$ cat src/rtl/rx_token_scheduler.sv
// rx_token_scheduler: round-robin token poller granting receivers in turn and forwarding one packet at a time to a valid/ready sink
module rx_token_scheduler #(
    parameter int NUM_PORTS   = 4,
    parameter int PKT_W       = 55,
    parameter int POLL_CYCLES = 16,
    parameter int SRC_W       = $clog2(NUM_PORTS)
) (
    input  logic                       Clk_S,
    input  logic                       Rst,
    input  logic [NUM_PORTS-1:0]       Port_En,
    input  logic [NUM_PORTS-1:0]       RX_Data_Valid,
    input  logic [NUM_PORTS*PKT_W-1:0] RX_Data,
    output logic [NUM_PORTS-1:0]       RX_Ready,
    output logic [PKT_W-1:0]           Pkt_Data,
    output logic [SRC_W-1:0]           Pkt_Src,
    output logic                       Pkt_Valid,
    input  logic                       Pkt_Ready,
    output logic [SRC_W-1:0]           Token
);
    localparam int CNT_W = $clog2(POLL_CYCLES);
    localparam logic [CNT_W-1:0] LAST = CNT_W'(POLL_CYCLES - 1);
    localparam logic [NUM_PORTS-1:0] ONE = NUM_PORTS'(1);
    localparam logic [1:0] IDLE = 2'd0, POLL = 2'd1, OFFER = 2'd2, RELEASE = 2'd3;

    logic [1:0]           state_q, state_d;
    logic [SRC_W-1:0]     token_q, token_d, pkt_src_q, pkt_src_d;
    logic [NUM_PORTS-1:0] rx_ready_q, rx_ready_d;
    logic [PKT_W-1:0]     pkt_data_q, pkt_data_d;
    logic                 pkt_valid_q, pkt_valid_d, captured_q, captured_d;
    logic [CNT_W-1:0]     cnt_q, cnt_d;
    logic [PKT_W-1:0]     rx_pkt [NUM_PORTS];
    logic [SRC_W-1:0]     nxt_incl, nxt_excl;
    logic                 tok_valid;

    for (genvar g = 0; g < NUM_PORTS; g++) begin : g_unpack
        assign rx_pkt[g] = RX_Data[g*PKT_W +: PKT_W];
    end

    // lowest rotation offset wins, so the search runs from the far end back to start
    function automatic logic [SRC_W-1:0] first_en(input logic [NUM_PORTS-1:0] en, input int start);
        logic [SRC_W-1:0]     r;
        logic [NUM_PORTS-1:0] rot;
        int                   idx;
        r = SRC_W'(start % NUM_PORTS);
        for (int k = NUM_PORTS - 1; k >= 0; k--) begin
            idx = (start + k) % NUM_PORTS;
            rot = en >> idx;
            if (rot[0]) r = SRC_W'(idx);
        end
        return r;
    endfunction

    assign nxt_incl  = first_en(Port_En, int'(token_q));
    assign nxt_excl  = first_en(Port_En, int'(token_q) + 1);
    assign tok_valid = RX_Data_Valid[token_q];

    always_comb begin
        state_d     = state_q;
        token_d     = token_q;
        rx_ready_d  = rx_ready_q;
        pkt_data_d  = pkt_data_q;
        pkt_src_d   = pkt_src_q;
        pkt_valid_d = pkt_valid_q;
        captured_d  = captured_q;
        cnt_d       = cnt_q;
        case (state_q)
            IDLE: if (|Port_En) begin
                token_d    = nxt_incl;
                rx_ready_d = ONE << nxt_incl;
                cnt_d      = '0;
                state_d    = POLL;
            end
            POLL: begin
                cnt_d = cnt_q + 1'b1;
                if (tok_valid || cnt_q == LAST) begin
                    rx_ready_d = '0;
                    state_d    = tok_valid ? OFFER : RELEASE;
                end
                if (tok_valid) begin
                    pkt_data_d  = rx_pkt[token_q];
                    pkt_src_d   = token_q;
                    pkt_valid_d = 1'b1;
                    captured_d  = 1'b1;
                end
            end
            OFFER: if (Pkt_Ready) begin
                pkt_valid_d = 1'b0;
                state_d     = RELEASE;
            end
            default: begin
                // a valid still high after our own capture is the receiver's lag, not a new packet
                if (tok_valid && !captured_q) begin
                    pkt_data_d  = rx_pkt[token_q];
                    pkt_src_d   = token_q;
                    pkt_valid_d = 1'b1;
                    captured_d  = 1'b1;
                    state_d     = OFFER;
                end else if (!tok_valid) begin
                    captured_d = 1'b0;
                    cnt_d      = '0;
                    token_d    = (|Port_En) ? nxt_excl : token_q;
                    rx_ready_d = (|Port_En) ? ONE << nxt_excl : '0;
                    state_d    = (|Port_En) ? POLL : IDLE;
                end
            end
        endcase
    end

    always_ff @(posedge Clk_S) begin
        if (Rst) begin
            state_q     <= IDLE;
            token_q     <= '0;
            rx_ready_q  <= '0;
            pkt_data_q  <= '0;
            pkt_src_q   <= '0;
            pkt_valid_q <= 1'b0;
            captured_q  <= 1'b0;
            cnt_q       <= '0;
        end else begin
            state_q     <= state_d;
            token_q     <= token_d;
            rx_ready_q  <= rx_ready_d;
            pkt_data_q  <= pkt_data_d;
            pkt_src_q   <= pkt_src_d;
            pkt_valid_q <= pkt_valid_d;
            captured_q  <= captured_d;
            cnt_q       <= cnt_d;
        end
    end

    assign RX_Ready  = rx_ready_q;
    assign Pkt_Data  = pkt_data_q;
    assign Pkt_Src   = pkt_src_q;
    assign Pkt_Valid = pkt_valid_q;
    assign Token     = token_q;
endmodule

$ cat config.mk
export PLATFORM = sky130hd
export DESIGN_NAME = rx_token_scheduler
export DESIGN_NICKNAME = d
export VERILOG_FILES = /design/src/rtl/rx_token_scheduler.sv
export SDC_FILE = /design/constraint.sdc
export NUM_CORES = 1
export LEC_CHECK = 0
export ABC_AREA = 1
export CAP_MARGIN = 20
export CORE_AREA = 2 2 115 117
export CTS_CLUSTER_SIZE = 8
export DETAILED_ROUTE_END_ITERATION = 8
export DIE_AREA = 0 0 117 119
export DONT_BUFFER_PORTS = 1
export PLACE_DENSITY = 0.46
export REMOVE_ABC_BUFFERS = 1
export SLEW_MARGIN = 15
export SYNTH_ARGS = -nofsm -noshare
export SYNTH_HDL_FRONTEND = slang
export SYNTH_SLANG_ARGS = --single-unit
export TNS_END_PERCENT = 100
$ cat constraint.sdc
create_clock -name Clk_S -period 2.5 [get_ports Clk_S]
set_input_delay 0.375 -clock Clk_S [delete_from_list [all_inputs] [get_ports Clk_S]]
set_output_delay 0.375 -clock Clk_S [all_outputs]
set_load 0.05 [all_outputs]
# Yosys cells after proc, flatten, opt, wreduce, memory -nomap -nowiden
# Cells that the tools add are included.
[word_totals]
regBits = 71
in_bits = 231
[op_classes]
n_addsub = 7
magnitude_cmp = 2
eq_ne = 13
shift = 9
muxes = 49
n_bitwise = 11
n_reduce_logical = 23
[ops]
columns = ["op", "n"]
rows = [
  ["$mux W55", 4],
  ["$shr A4 B32 Y1", 6],
  ["$bmux W55 S2", 1],
  ["$pmux W55 S2", 1],
  ["$mux W2", 19],
  ["$mux W4", 8],
  ["$pmux W4 S3", 2],
  ["$reduce_or A2 Y1", 8],
  ["$reduce_and A4 Y1", 3],
  ["$reduce_and A5 Y1", 2],
  ["$ne A3 B1 Y1 const B", 3],
  ["$add A2 B2 Y2 const B", 4],
  ["$mux W1", 8],
  ["$ne A2 B2 Y1 const B", 4],
  ["$pmux W2 S2", 2],
  ["$shl A1 B2 Y4 const A", 2],
  ["$and A1 B1 Y1 const A", 6],
  ["$pmux W2 S3", 1],
  ["$reduce_and A3 Y1", 2],
  ["$ne A5 B1 Y1 const B", 1],
  ["$add A2 B1 Y2 const B", 2],
  ["$add A4 B1 Y4 const B", 1],
  ["$eq A4 B4 Y1 const B", 1],
  ["$ne A2 B1 Y1 const B", 2],
  ["17 further kinds", 21],
]

# Depth between registers and ports, before layout
# Gate-level depths: netlist of the first run.
[depth]
depth_word = 14
depth_mapped = 16

# Least setup slack after synthesis of the first run
# Ideal clock, no wire load.
[synth_path]
path_kind = "register to register"
startpoint = "register token_q[0] (netlist: Token[0])"
endpoint = "register pkt_data_q[0] (netlist: Pkt_Data[0])"
t_arrival_ns = 1.884
required_ns = 2.381
slack_ns = 0.497
path_stages_with_launch = 14
period_less_slack_ns = 2.003
cell_sequence = "dfxtp_1 -> inv_2 -> nor2_2 -> nand2_1 -> nand2_1 -> nor2_1 -> nand2_2 -> nand2_2 -> nor2_2 -> o21ai_2 -> buf_6 -> buf_4 -> o21ai_1 -> a21oi_1"
[synth_between]
elab_chain_cells = 6
word_cells_on_any_way = 13
[synth_lines]
columns = ["item", "line", "text"]
rows = [
  ["start, declared", "26", "logic [SRC_W-1:0] token_q, token_d, pkt_src_q, pkt_src_d;"],
  ["start signal, assigned", "121", "token_q <= token_d;"],
  ["$not A2 Y3 (not written as such)", "80, 93", ""],
  ["$bmux W55 S2", "80, 93", ""],
  ["$mux W55 (not written as such) (2 in series)", "80, 93", ""],
  ["$mux W55, on equally long branches", "92, 79", ""],
  ["$pmux W55 S2", "66", "case (state_q)"],
  ["end signal, assigned", "123", "pkt_data_q <= pkt_data_d;"],
  ["end, declared", "28", "logic [PKT_W-1:0] pkt_data_q, pkt_data_d;"],
]
# Parallel ways exist; a longest one is shown, timed or not. The select of a mux whose other input is x is not followed.
# A chain may end at the register's enable or synchronous reset.

# Worst setup path in the final report of the first run
[layout_path]
startpoint = "register token_q[0] (netlist: Token[0])"
endpoint = "register rx_ready_q[3] (netlist: RX_Ready[3])"
[layout_between]
elab_chain_cells = 14
word_cells_on_any_way = 48
[layout_lines]
columns = ["item", "line", "text"]
rows = [
  ["$add A2 B1 Y2", "46, 54", ""],
  ["$add A2 B2 Y2", "46", "idx = (start + k) % NUM_PORTS;"],
  ["$reduce_or A2 Y1 (no source line)", "n/a", ""],
  ["$and A1 B1 Y1 (no source line)", "n/a", ""],
  ["$shr A4 B32 Y1", "47", "rot = en >> idx;"],
  ["$mux W2 (4 in series)", "48", "if (rot[0]) r = SRC_W'(idx);"],
  ["$shl A1 B2 Y4", "102", "rx_ready_d = (|Port_En) ? ONE << nxt_excl : '0;"],
  ["$mux W4", "102", ""],
  ["$mux W4", "98", "end else if (!tok_valid) begin"],
  ["$mux W4", "92", "if (tok_valid && !captured_q) begin"],
  ["$pmux W4 S3", "66", ""],
  ["end signal, assigned", "122", "rx_ready_q <= rx_ready_d;"],
  ["end, declared", "27", "logic [NUM_PORTS-1:0] rx_ready_q, rx_ready_d;"],
]
# Parallel ways exist; a longest one is shown, timed or not. The select of a mux whose other input is x is not followed.

==> impl_metrics.toml, run 1 <==
[placed_design]
pre_cts_ws_ns = 0.248
place.gp.congestion = 0.826
hpwlAfterDp_um = 11200
io_buffer_count = 0

[die]
initial_core_util_pct = 35.3
die_h_um = 119
row_count = 42
die_x_um = 117
dieArea_um2 = 13900
core_area_um2 = 12900
num_io_pins = 295

[pwr]
p_sw_mw = 4.61
p_per_area_nw_per_um2 = 1630
leakage_nw = 1.94
clkPwrFrac_pct = 15.4
seqPwrFrac_pct = 44.2
p_sw_share_pct = 57.2
peakVddDrop_mv = 0.584
p_int_mw = 3.44
p_comb_share_pct = 40.4

[sta]
tightestPinTransition_ns = 0.633
setup_slack_ns = 0.250
finalSetupViolations = 0
final_max_slew_viol_count = 0
post-route-period-util_pct = 90.0
relSlewSlack_pct = 57.8
skew_ns = 0.00682
fmax_mhz = 444
rsz0062_at_grt = "no"
tns_ns = 0
finalHoldViolCount = 0
post-route-min-period_ns = 2.25

[cts]
clkSinkCount = 71
postCtsSetupBuffers = 0
cts-resized-gates = 0
clk_latency_ns = 0.34
cts_hold_buffers = 0
h-tree-depth = 3
clkSlewWorstSetupHoldPaths_ns = 0.06
cts-buffers-inserted = 9
cts_buffer_depth = 2
cts_tree = "done"
root_buffer = "clkbuf_16"

[synth]
synthArstFlopShare_pct = 0
synthFlopType = "dfxtp_1"
synth-seq-cells = 71
yosysSeqAreaShare_pct = 31.2
synth_edf_count = 0
synth_area_um2 = 4550
syn_inst = 709
ys.warnings.count = 0
synth_area_per_cell_um2 = 6.42
synth.distinct_cells = 31

[cells_and_area]
final_common_cell = "nand3_1"
n_antenna_cell = 0
fillers = 1399
drive_above_1_share_pct = 6.16
final_nets = 913
areaGrowthSynthToFinish_pct = 8.80
fin_util_pct = 38.5
mostFrequentLayoutCells = "182 x nand3_1, 85 x inv_1, 70 x nand2_1"

[global_route]
antenna_found_initial = 0
overflow = 0
grt_pass1_wl_um = 22800
grt_use_total_pct = 21.1
grt_max_degree = 67
grt_pass1_vias = 4424

[detailed_routing]
wl_um = 15400
final_antenna_net_count = 0
drc = 0
drt-pass1-iter-count = 5
drt_iter0_drc = 312
num_vias = 4851
wl_per_cell_um = 18.0
vias_per_cell = 5.65

[critical_path]
worst-setup-path-type = "register to register"
cp_common_cell = "nand2_1"
path_delay_family = "simple AND/OR/NAND/NOR gates"
slowest_stage = "dfxtp_4"
cp-end-kind = "register"
cp_cell_sequence = "inv_2, buf_4, nand2_1, nand2_1, nor2_1, a31oi_1, nand2_1, nand2_1, nor2_1, nand2_1, nand3_1, nand2_1, inv_1"
worstPathMaxFanout = 22
worst-path-buf-inv = 3
cpPeakStageDelay_ns = 0.43
crit_arrival_ns = 2.49
cp_data_required_time_ns = 2.74
r2r_slack_ns = 0.25
critPathLaunchType = "register"

[run]
maxCapViolations = 0

[run_status]
status = "finished clean"

[hold_path]
min_path_type = "input pin to register"
-- logic make-up (layout without fill, tap and decap cells) --
logic type,Yosys count,count (layout),share of synthesized area [%]
AOI/OAI and AO/OA,191,191,24.4
DFF,71,71,31.2
adders and majority gates,5,5,1.37
buffers and inverters,145,118,12.5
and+or+nand+nor,297,297,30.5
-- synthesized netlist by cell type, types with 2 or more instances --
cell type | number | area share, %
o21ai_0 | 64 | 7.0
nor3_1 | 4 | 0.44
a21oi_1 | 63 | 6.9
buf_2 | 11 | 1.2
inv_2 | 2 | 0.17
nand2_1 | 70 | 5.8
ha_1 | 5 | 1.4
a22oi_1 | 55 | 9.1
buf_1 | 11 | 0.91
clkbuf_1 | 33 | 2.7
dfxtp_1 | 71 | 31
nand3_1 | 182 | 20
inv_1 | 85 | 7.0
nand4_1 | 5 | 0.69
nand2_2 | 2 | 0.27
nor2_1 | 27 | 2.2
or2_2 | 2 | 0.27
o21ai_1 | 3 | 0.33
nor2_2 | 2 | 0.27
-- cell type report --
class | count | area, µm² | share of cell area [%]
clock inverters | 3 | 15.0 | 0.303
multi-input cells | 493 | 2580 | 52.1
inverters | 88 | 330 | 6.67
well taps | 176 | 220 | 4.45
clock buffers | 13 | 272 | 5.48
repair buffers | 14 | 105 | 2.12
flip-flops and latches | 71 | 1430 | 28.9
-- power by group through the flow --
| stage | registers [mW] | logic (mW) | clock network (mW) |
|---|---|---|---|
| after floorplan | 3.60 | 2.26 | 0 |
| after global placement | 3.60 | 3.20 | 0 |
| after detailed placement | 3.60 | 3.26 | 0 |
| after CTS | 3.58 | 3.28 | 1.29 |
| after global routing | 3.62 | 3.73 | 1.34 |
| final | 3.56 | 3.25 | 1.24 |
-- registers in the layout, indices dropped and copies added (netlist names) --
name	flops
Pkt_Valid	1
RX_Ready	4
Token	2
captured_q	1
state_q	2
Pkt_Data	55
Pkt_Src	2
cnt_q	4
-- worst reg2reg max path, stage by stage, from the launching register on --
cell	delay [ns]
dfxtp_4	0.43
inv_2	0.28
buf_4	0.33
nand2_1	0.13
nand2_1	0.10
nor2_1	0.04
a31oi_1	0.27
nand2_1	0.10
nand2_1	0.14
nor2_1	0.07
nand2_1	0.06
nand3_1	0.09
nand2_1	0.08
inv_1	0.03
-- worst paths after layout --
| path | startpoint | to | cells after the start |
|---|---|---|---|
| worst max register to register | Token[0] | RX_Ready[3] | 13 |
| worst max-delay path | Token[0] | RX_Ready[3] | 13 |
| worst min-delay path | Rst | RX_Ready[1] | 3 |
| worst min register to register | cnt_q[1] | cnt_q[1] | 2 |
-- through the flow --
step / total power [mW] / instances / hold slack, ns / instance area [µm²]
CTS: 8.14 / 858 / 0.176 / 4950
global route: 8.69 / 858 / 0.187 / 4950
detailed placement: 6.86 / 842 / 0.513 / 4660
floorplan: 5.86 / 652 / 0.471 / 4310
global placement: 6.79 / 842 / 0.488 / 4660
finish: 8.05 / 858 / 0.189 / 4950
-- metal layers --
| metal | global-route usage (%) | wire length, µm |
|---|---|---|
| met5 | 0 | 0 |
| met4 | 8.16 | 377 |
| met3 | 5.85 | 1440 |
| met2 | 36.3 | 7450 |
| met1 | 24.5 | 6160 |
Note: power is estimated with default switching activity, not from simulation.
==> run 2: changes to the inputs <==
--- a/config.mk
+++ b/config.mk
@@ -5,14 +5,13 @@
 export SDC_FILE = /design/constraint.sdc
 export NUM_CORES = 1
 export LEC_CHECK = 0
-export ABC_AREA = 1
 export CAP_MARGIN = 20
 export CORE_AREA = 2 2 115 117
 export CTS_CLUSTER_SIZE = 8
 export DETAILED_ROUTE_END_ITERATION = 8
 export DIE_AREA = 0 0 117 119
 export DONT_BUFFER_PORTS = 1
-export PLACE_DENSITY = 0.46
+export PLACE_DENSITY = 0.44
 export REMOVE_ABC_BUFFERS = 1
 export SLEW_MARGIN = 15
 export SYNTH_ARGS = -nofsm -noshare
==> impl_metrics.toml, run 2 <==
[placed_design]
placed_area_um2 = 4460
pre_cts_ws_ns = 0.388
io_buffer_count = 0
place.gp.congestion = 0.825
dpl.cell_count = 599
hpwlAfterDp_um = 10600

[critical_path]
cpPeakStageDelay_ns = 0.65
cp_cell_sequence = "buf_4, inv_1, o311ai_1, mux2i_1, a211oi_1"
rr_startpoint = "Token[0]"
cp_data_required_time_ns = 2.73
worstPathMaxFanout = 15
cp-end-kind = "register"
timing.rr.end = "Token[1]"
worst-path-buf-inv = 2
critPathLaunchType = "register"
crit_arrival_ns = 2.30
slowest_stage = "o311ai_1"
path_delay_family = "compound AO/OA/AOI/OAI gates"
worst-setup-path-type = "register to register"
r2r_slack_ns = 0.44
reg2regPathDepth = 5

[pwr]
clkPwrFrac_pct = 19.9
p_sw_share_pct = 48.3
total_power_mw = 6.33
p_int_mw = 3.27
p_comb_share_pct = 36.6
seqPwrFrac_pct = 43.5
leakage_nw = 1.53
p_sw_mw = 3.06
p_per_area_nw_per_um2 = 1330
peakVddDrop_mv = 0.443

[sta]
skew_ns = 0.00554
finalSetupViolations = 0
finalHoldViolCount = 0
hold_ws_ns = 0.109
rsz0062_at_grt = "no"
final_max_slew_viol_count = 0
post-route-period-util_pct = 82.6
post-route-min-period_ns = 2.06
setup_slack_ns = 0.435
tightestPinTransition_ns = 0.690
relSlewSlack_pct = 53.6
fmax_mhz = 484

[cells_and_area]
design_area_um2 = 4760
mostFrequentLayoutCells = "118 x nand2_1, 69 x dfxtp_1, 66 x a21oi_1"
final_common_cell = "nand2_1"
areaGrowthSynthToFinish_pct = 10.6
largest_reg_flops = 55
drive_above_1_share_pct = 20.5
final_nets = 670
stdcell_count = 618

[hold_path]
min-delay-start = "Rst"
min_path_type = "input pin to register"
min_path_cells = 1
hold_end = "Pkt_Data[10]"

[detailed_routing]
drt_iter0_drc = 220
final_antenna_net_count = 0
wl_um = 14000
num_vias = 3529
drc = 0
wl_per_cell_um = 22.6
vias_per_cell = 5.71
drt-pass1-iter-count = 5

[run_status]
status = "finished clean"

[synth]
synth_area_um2 = 4300
synth_edf_count = 0
synth_top_area_share_pct = 33.0
synthFlopType = "dfxtp_1"
yosysMostFrequentCell = "nand2_1"
syn_inst = 449
synth_area_leaders = "dfxtp_1 33%, mux4_2 29%, nand2_1 10%, a21oi_1 7.8%, buf_2 2.0%"
synth_top_area_cell = "dfxtp_1"
ys.warnings.count = 0
yosysSeqAreaShare_pct = 33.0
synth.distinct_cells = 45
synthTopCellsByCount = "118 x nand2_1, 71 x dfxtp_1, 67 x a21oi_1"
synth_area_per_cell_um2 = 9.58
synth-seq-cells = 71
synthArstFlopShare_pct = 0

[cts]
h-tree-depth = 3
cts_buffer_depth = 2
cts-resized-gates = 0
postCtsSetupBuffers = 0
clkSinkCount = 71
clk_latency_ns = 0.33
root_buffer = "clkbuf_16"
clkSlewWorstSetupHoldPaths_ns = 0.06
cts_hold_buffers = 0
cts-buffers-inserted = 9
cts_tree = "done"

[die]
row_count = 42
num_io_pins = 295
initial_core_util_pct = 33.4
dieArea_um2 = 13900
core_area_um2 = 12900
die_h_um = 119
die_x_um = 117

[global_route]
grt_pass1_wl_um = 20000
overflow = 0
grt_pass1_vias = 3483
grt_use_total_pct = 18.9
antenna_found_initial = 4
grt_max_degree = 68

[run]
maxCapViolations = 0
-- run 2: cell types whose count changed after synthesis, moves of 19 or more --
cell / change
a22oi_1: -54
clkbuf_1: -19
mux4_2: +56
inv_1: -75
nand3_1: -176
nand2_1: +48
o21ai_0: -56
-- run 2: layer usage --
layer  global-route usage (%)  vias to the layer above  part of all wire (%)
met5                        0                        -                     0
met4                     6.76                        0                   1.7
met3                     7.68                       21                    12
met2                     31.5                      164                    49
met1                     21.8                     1721                    37
li1                         -                     1623                     -
-- run 2: cell type report --
type,count,area (µm²)
sequential,71,1430
multi-input combinational,332,2700
antenna,4,10.0
tap,176,220
inverter,10,37.5
timing repair buffer,10,75.1
clock inverter,2,11.3
fill,1314,8120
clock buffer,13,282
-- run 2: power by group through the flow --
stage / Sequential [mW] / Combinational, mW / Clock [mW]
after floorplan: 2.87 / 1.71 / 0
after global placement: 2.78 / 2.31 / 0
after detailed placement: 2.79 / 2.33 / 0
after CTS: 2.76 / 2.34 / 1.29
after global routing: 2.81 / 2.56 / 1.35
final: 2.75 / 2.32 / 1.26
-- run 2: cell families (layout without fill, tap and decap cells) --
kind of cell	Yosys count	count (layout)	synth area share [%]
AND/OR/NAND/NOR	162	162	15.9
multiplexers	60	60	30.3
other	0	4	0
adder cells (fa/ha/maj)	5	5	1.45
flip-flops	71	71	33.0
AO/OA/AOI/OAI	104	104	14.5
buffers and inverters	46	35	4.60
XOR/XNOR	1	1	0.204
-- run 2: worst max path at each step --
| stage | from | end | cells past startpoint |
|---|---|---|---|
| 2_1_floorplan | Token[0] | Pkt_Src[0] | 5 |
| 3_3_place_gp | Token[0] | Pkt_Data[22] | 5 |
| 3_5_place_dp | Token[0] | Pkt_Data[3] | 5 |
| 4_1_cts | Token[0] | Pkt_Data[3] | 5 |
| 5_1_grt | state_q[1] | Pkt_Data[35] | 8 |
| 6_report | Token[0] | Token[1] | 5 |
-- run 2: per-stage QoR --
stage / TNS (ns) / utilization, %
floorplan: -223.14 / -
global placement: 0 / 34.6
detailed placement: 0 / 34.6
CTS: 0 / 36.9
global route: 0 / 36.9
finish: 0 / 37.0
